**src/rtl/line_clear_engine_pkg.sv**
```systemverilog
// Shared playfield geometry, scoring limits and the line-clear FSM state type.
package GamePkg;

    localparam int unsigned PLAYFIELD_ROWS = 20;
    localparam int unsigned PLAYFIELD_COLS = 10;
    localparam int unsigned LINES_GOAL     = 40;

    localparam int unsigned OCC_W     = PLAYFIELD_ROWS * PLAYFIELD_COLS;
    localparam int unsigned ROW_W     = 5;
    localparam int unsigned CNT_W     = 3;
    localparam int unsigned LINES_W   = 6;
    localparam int unsigned LINES_MAX = 63;
    localparam int unsigned MAX_CLEAR = 4;

    // Row-indexed view of the occupancy bitmap; row 0 is the top row.
    typedef logic [PLAYFIELD_ROWS-1:0][PLAYFIELD_COLS-1:0] field_t;

    typedef enum logic [1:0] {
        IDLE,
        SCAN,
        FILL,
        DONE
    } state_t;

endpackage

```
**src/rtl/line_clear_engine.sv**
```systemverilog
// Line clear engine: after a piece locks, scans a snapshot of the playfield
// bottom-up, emits row copy/clear writes that compact away full rows, then
// updates the per-pass and running cleared-line counts.
// Ports:
//   clk, rst            clock, asynchronous active-high reset
//   new_game            zeroes lines_cleared (and so goal_reached)
//   start               request a clear pass (ignored while busy)
//   playfield_occ       flat occupancy bitmap, row r at bits [r*COLS +: COLS]
//   busy                pass in progress
//   row_wr_en/dst/src/clr  playfield store row-write command
//   done                one-cycle end-of-pass pulse
//   pass_cleared        rows cleared by the last pass
//   lines_cleared       saturating running total
//   goal_reached        lines_cleared has reached LINES_GOAL
module line_clear_engine
    import GamePkg::*;
(
    input  logic               clk,
    input  logic               rst,
    input  logic               new_game,
    input  logic               start,
    input  logic [OCC_W-1:0]   playfield_occ,
    output logic               busy,
    output logic               row_wr_en,
    output logic [ROW_W-1:0]   row_wr_dst,
    output logic [ROW_W-1:0]   row_wr_src,
    output logic               row_wr_clr,
    output logic               done,
    output logic [CNT_W-1:0]   pass_cleared,
    output logic [LINES_W-1:0] lines_cleared,
    output logic               goal_reached
);

    localparam int unsigned SUM_W = LINES_W + 1;

    state_t             state, state_n;
    logic [ROW_W-1:0]   rd, rd_n, wr, wr_n;
    logic [CNT_W-1:0]   count, count_n;
    field_t             snap, snap_n;

    logic               busy_n, wr_en_n, wr_clr_n, done_n;
    logic [ROW_W-1:0]   dst_n, src_n;
    logic [SUM_W-1:0]   lines_sum;
    logic [LINES_W-1:0] lines_sat;

    // A row is full when every column is occupied; out-of-range rows never are.
    function automatic logic row_full(input field_t f, input logic [ROW_W-1:0] idx);
        return (idx < ROW_W'(PLAYFIELD_ROWS)) ? &f[idx] : 1'b0;
    endfunction

    // State register.
    always_ff @(posedge clk or posedge rst) begin
        if (rst) begin
            state <= IDLE;
        end else begin
            state <= state_n;
        end
    end

    // Next state, scan pointers, and the output values for the coming cycle.
    // Outputs are registered, so they are derived from the next-state values
    // so that each write strobe lines up with the cycle that issues it.
    always_comb begin
        state_n  = state;
        rd_n     = rd;
        wr_n     = wr;
        count_n  = count;
        snap_n   = snap;
        wr_en_n  = 1'b0;
        wr_clr_n = 1'b0;
        dst_n    = '0;
        src_n    = '0;

        unique case (state)
            IDLE: begin
                if (start) begin
                    snap_n  = field_t'(playfield_occ);
                    rd_n    = ROW_W'(PLAYFIELD_ROWS - 1);
                    wr_n    = ROW_W'(PLAYFIELD_ROWS - 1);
                    count_n = '0;
                    state_n = SCAN;
                end
            end
            SCAN: begin
                // Full rows are skipped: rd moves on while wr stays put.
                if (row_full(snap, rd)) begin
                    if (count != CNT_W'(MAX_CLEAR)) begin
                        count_n = count + CNT_W'(1);
                    end
                    rd_n = rd - ROW_W'(1);
                end else begin
                    rd_n = rd - ROW_W'(1);
                    wr_n = wr - ROW_W'(1);
                end
                if (rd == '0) begin
                    state_n = (count_n != '0) ? FILL : DONE;
                end
            end
            FILL: begin
                wr_n = wr - ROW_W'(1);
                if (wr == '0) begin
                    state_n = DONE;
                end
            end
            DONE: begin
                state_n = IDLE;
            end
            default: begin
                state_n = IDLE;
            end
        endcase

        busy_n = (state_n != IDLE);
        done_n = (state_n == DONE);

        unique case (state_n)
            SCAN: begin
                // Only a surviving row that must move produces a copy.
                if (!row_full(snap_n, rd_n) && (rd_n != wr_n)) begin
                    wr_en_n = 1'b1;
                    dst_n   = wr_n;
                    src_n   = rd_n;
                end
            end
            FILL: begin
                wr_en_n  = 1'b1;
                wr_clr_n = 1'b1;
                dst_n    = wr_n;
            end
            default: begin
            end
        endcase
    end

    assign lines_sum = {1'b0, lines_cleared} + SUM_W'(count);
    assign lines_sat = (lines_sum > SUM_W'(LINES_MAX)) ? LINES_W'(LINES_MAX)
                                                       : lines_sum[LINES_W-1:0];

    // Datapath and registered outputs.
    always_ff @(posedge clk or posedge rst) begin
        if (rst) begin
            rd            <= '0;
            wr            <= '0;
            count         <= '0;
            snap          <= '0;
            busy          <= 1'b0;
            row_wr_en     <= 1'b0;
            row_wr_dst    <= '0;
            row_wr_src    <= '0;
            row_wr_clr    <= 1'b0;
            done          <= 1'b0;
            pass_cleared  <= '0;
            lines_cleared <= '0;
        end else begin
            rd         <= rd_n;
            wr         <= wr_n;
            count      <= count_n;
            snap       <= snap_n;
            busy       <= busy_n;
            row_wr_en  <= wr_en_n;
            row_wr_dst <= dst_n;
            row_wr_src <= src_n;
            row_wr_clr <= wr_clr_n;
            done       <= done_n;
            if (state == DONE) begin
                pass_cleared <= count;
            end
            // A new game wins over the end-of-pass accumulation.
            if (new_game) begin
                lines_cleared <= '0;
            end else if (state == DONE) begin
                lines_cleared <= lines_sat;
            end
        end
    end

    assign goal_reached = (lines_cleared >= LINES_W'(LINES_GOAL));

endmodule

```
**config.mk**
```make
export PLATFORM = sky130hd
export DESIGN_NAME = line_clear_engine
export DESIGN_NICKNAME = d
export VERILOG_FILES = /design/src/rtl/line_clear_engine_pkg.sv /design/src/rtl/line_clear_engine.sv
export SDC_FILE = /design/constraint.sdc
export NUM_CORES = 1
export LEC_CHECK = 0
export ABC_CLOCK_PERIOD_IN_PS = 7500
export CORE_MARGIN = 2
export CORE_UTILIZATION = 45
export DETAILED_ROUTE_END_ITERATION = 8
export PLACE_DENSITY = 0.8
export SLEW_MARGIN = 10
export SYNTH_ARGS = -nofsm -noshare
export SYNTH_HDL_FRONTEND = slang
export SYNTH_SLANG_ARGS = --single-unit
```
**constraint.sdc**
```tcl
create_clock -name clk -period 7.5 [get_ports clk]
set_input_delay 1.125 -clock clk [delete_from_list [all_inputs] [get_ports clk]]
set_output_delay 1.125 -clock clk [all_outputs]
set_load 0.05 [all_outputs]
```
==> impl_metrics.env <==
export IMPL_status="finished, final reports clean"
export IMPL_grt_pass1_vias=11523
export IMPL_hold_path_class="reg -> reg"
export IMPL_cts_resized=0
export IMPL_dr_pass1_iters=6
export IMPL_initial_utilization_pct=45.7
export IMPL_final_util_pct=58.2
export IMPL_area_growth_pct=27.3
export IMPL_ff_latch_area_um2=5960
export IMPL_wl_met2_um=18800
export IMPL_rows=60
export IMPL_reg2reg_depth=16
export IMPL_grt_pass1_wl_um=62000
export IMPL_place_ws_ns=2.28
export IMPL_hold_buffers=0
export IMPL_initialDrtViolationCount=1256
export IMPL_peakVddDrop_v=0.000185
export IMPL_cts_made_buffers=26
export IMPL_path_max_fanout=17
export IMPL_fin_crit_sh_pct=68.0
export IMPL_ys_seq_area_share_pct=48.5
export IMPL_drv_cap=0
export IMPL_cts_buffer_depth=3
export IMPL_setup_viol=0
export IMPL_power_switching_mw=2.79
export IMPL_pwr_share_comb_pct=43.7
export IMPL_total_power_mw=6.39
export IMPL_synth_nets=1708
export IMPL_clock_latency_ns=0.54
export IMPL_routabilityCongestion=0.960
export IMPL_multi_input_area_um2=5910
export IMPL_avgSynthCellArea_um2=8.23
export IMPL_final_period_minus_worst_setup_slack_ns=5.10
export IMPL_fin_nets=1894
export IMPL_critPathArrivalTime_ns=5.53
export IMPL_port_buffers=227
export IMPL_start_kind="flip-flop"
export IMPL_critPathRequiredTime_ns=7.94
export IMPL_root_buffer="clkbuf_16"
export IMPL_end_kind="flip-flop"
export IMPL_htree_levels=1
export IMPL_final_area_um2=15600
export IMPL_hold_viol=0
export IMPL_synth_edf_count=0
export IMPL_synth_largest_area_cell="dfrtp_1"
export IMPL_dieWidth_um=169
export IMPL_met3_wirelength_um=3570
export IMPL_yosys_top_cells_area="dfrtp_1, nand2_1, nand3_1"
export IMPL_drc=0
export IMPL_rsz0062_at_grt="no"
export IMPL_core_area_um2=26900
export IMPL_synth_common_cells="nand2_1, dfrtp_1, clkbuf_1, nand3_1, nor2_1"
export IMPL_power_switching_fraction_pct=43.7
export IMPL_setup_tns_final_ns=0
export IMPL_min_path_cells=2
export IMPL_wl_per_cell_um=19.4
export IMPL_worstMarginPinSlew_ns=1.10
export IMPL_synthFlopType="dfrtp_1"
export IMPL_wl_met1_um=15500
export IMPL_netlist_area_um2=12300
export IMPL_p_seq_share_pct=36.4
export IMPL_leakage_nw=7.15
export IMPL_synth_async_reset_ratio_pct=100
export IMPL_clock_power_share_pct=19.8
export IMPL_ios=228
export IMPL_numClockSinks=238
export IMPL_wirelength_um=39600
export IMPL_antenna_found_initial=1
export IMPL_vias=11892
export IMPL_layout_drive_gt1_share_pct=5.78
export IMPL_yosysMostFrequentCell="nand2_1"
export IMPL_postSynthCellCount=1492
export IMPL_max_slew_margin_pct=25.9
export IMPL_synth_cell_type_count=85
export IMPL_tritoncts="yes"
export IMPL_dpl_hpwl_um=28500
export IMPL_grt_ovfl_total=0
export IMPL_yosys_warnings=0
export IMPL_finalMaxSlewViolations=0
export IMPL_place_area_um2=14800
export IMPL_viasPerCell=5.84
export IMPL_clock_skew_ns=0.0124
export IMPL_setup_ws_ns=2.40
export IMPL_postRouteAntennaNets=0
export IMPL_grt_max_degree=196
export IMPL_internal_power_mw=3.60
export IMPL_synth_seq_cells=238
export IMPL_dieHeight_um=169
export IMPL_cts_setup_buffers=0
export IMPL_cellPowerDensity_nw_per_um2=409
export IMPL_fillers=2356
export IMPL_routed_top_layer="met4"
export IMPL_crit_type="reg -> reg"
export IMPL_grt_total_usage_pct=27.4
export IMPL_max_freq_mhz=196
export IMPL_dieArea_um2=28600
export IMPL_netlist_area_leader_share_pct=48.5
export IMPL_clk_pin_slew_ns=0.06
critical path, stage by stage, from the launching register on:
cell and delay (ns):
dfrtp_1 0.80, inv_2 0.26, mux4_2 0.55, a2111oi_4 0.39, or4b_4 0.57, o31ai_4 0.45, and4_1 0.26, o41ai_1 0.06
a21oi_1 0.19, or2_1 0.17, ha_1 0.20, inv_1 0.10, a31o_2 0.22, a41oi_1 0.22, nor3_1 0.10, buf_4 0.21
o31ai_1 0.24
worst paths after layout:
| check | from | to | slack, ns |
|---|---|---|---|
| worst max-delay path | rd[1] | row_wr_dst[1] | 2.40 |
| worst min-delay path | snap[105] | snap[105] | 0.47 |
| worst max register to register | rd[1] | row_wr_dst[1] | 2.40 |
| worst min register to register | snap[105] | snap[105] | 0.47 |
| max in group asynchronous | rst | snap[31] | 5.11 |
| min in group asynchronous | rst | snap[157] | 1.03 |
logic make-up (layout without fill, tap and decap cells):
family,after synthesis,in the layout,share of synthesized area (%)
XOR/XNOR,8,8,0.571
AO/OA/AOI/OAI,181,181,10.8
adder cells (fa/ha/maj),12,12,1.28
flip-flops,238,238,48.5
multiplexers,30,30,3.02
buffers and inverters,109,312,3.49
other,0,1,0
AND/OR/NAND/NOR,914,914,32.4
layout by cell type, fill, tap and decap left out, types with 12 or more instances in the layout:
master             n
nand2_1          650
dfrtp_1          238
clkdlybuf4s50_1  227
nand3_1           55
nor2_1            45
nand4_1           39
nor3_1            31
clkbuf_16         26
a21oi_1           23
a31oi_1           20
inv_1             19
o21ai_0           19
and3_1            14
nand2b_1          13
a311oi_1          13
o211ai_1          13
mux2_2            12
nor4_1            12
routing by layer:
metal  up-vias  global-route usage [%]
met5         -                   0.174
met4         0                    11.6
met3       132                    5.18
met2       637                    43.9
met1      5660                    36.5
li1       5463                       -
through the flow:
step	instances	hold slack (ns)
floorplan	1492	0.437
global placement	1991	0.451
detailed placement	1991	0.458
CTS	2036	0.476
global route	2037	0.489
finish	2037	0.470
area by class of cell:
class,count,area share (%)
Clock inverter,9,0.576
Clock buffer,36,4.79
Inverter,27,0.672
Tap cell,341,2.73
Timing Repair Buffer,240,15.3
Multi-Input combinational cell,1145,37.8
Sequential cell,238,38.1
Antenna cell,1,0.0160
registers in the layout, summed over array words and instances, names as in the netlist:
signal         count
busy               1
count              3
done               1
lines_cleared      6
pass_cleared       3
rd                 5
row_wr_clr         1
row_wr_dst         5
row_wr_en          1
row_wr_src         5
snap             200
state              2
wr                 5
power groups by stage:
stage	sequential [mW]	clock, mW	combinational (mW)
6_report	2.33	1.27	2.80
2_1_floorplan	2.28	0	1.85
5_1_grt	2.39	1.33	3.05
3_5_place_dp	2.32	0	2.73
3_3_place_gp	2.30	0	2.66
4_1_cts	2.31	1.28	2.74
(Power assumes the default switching activity.)
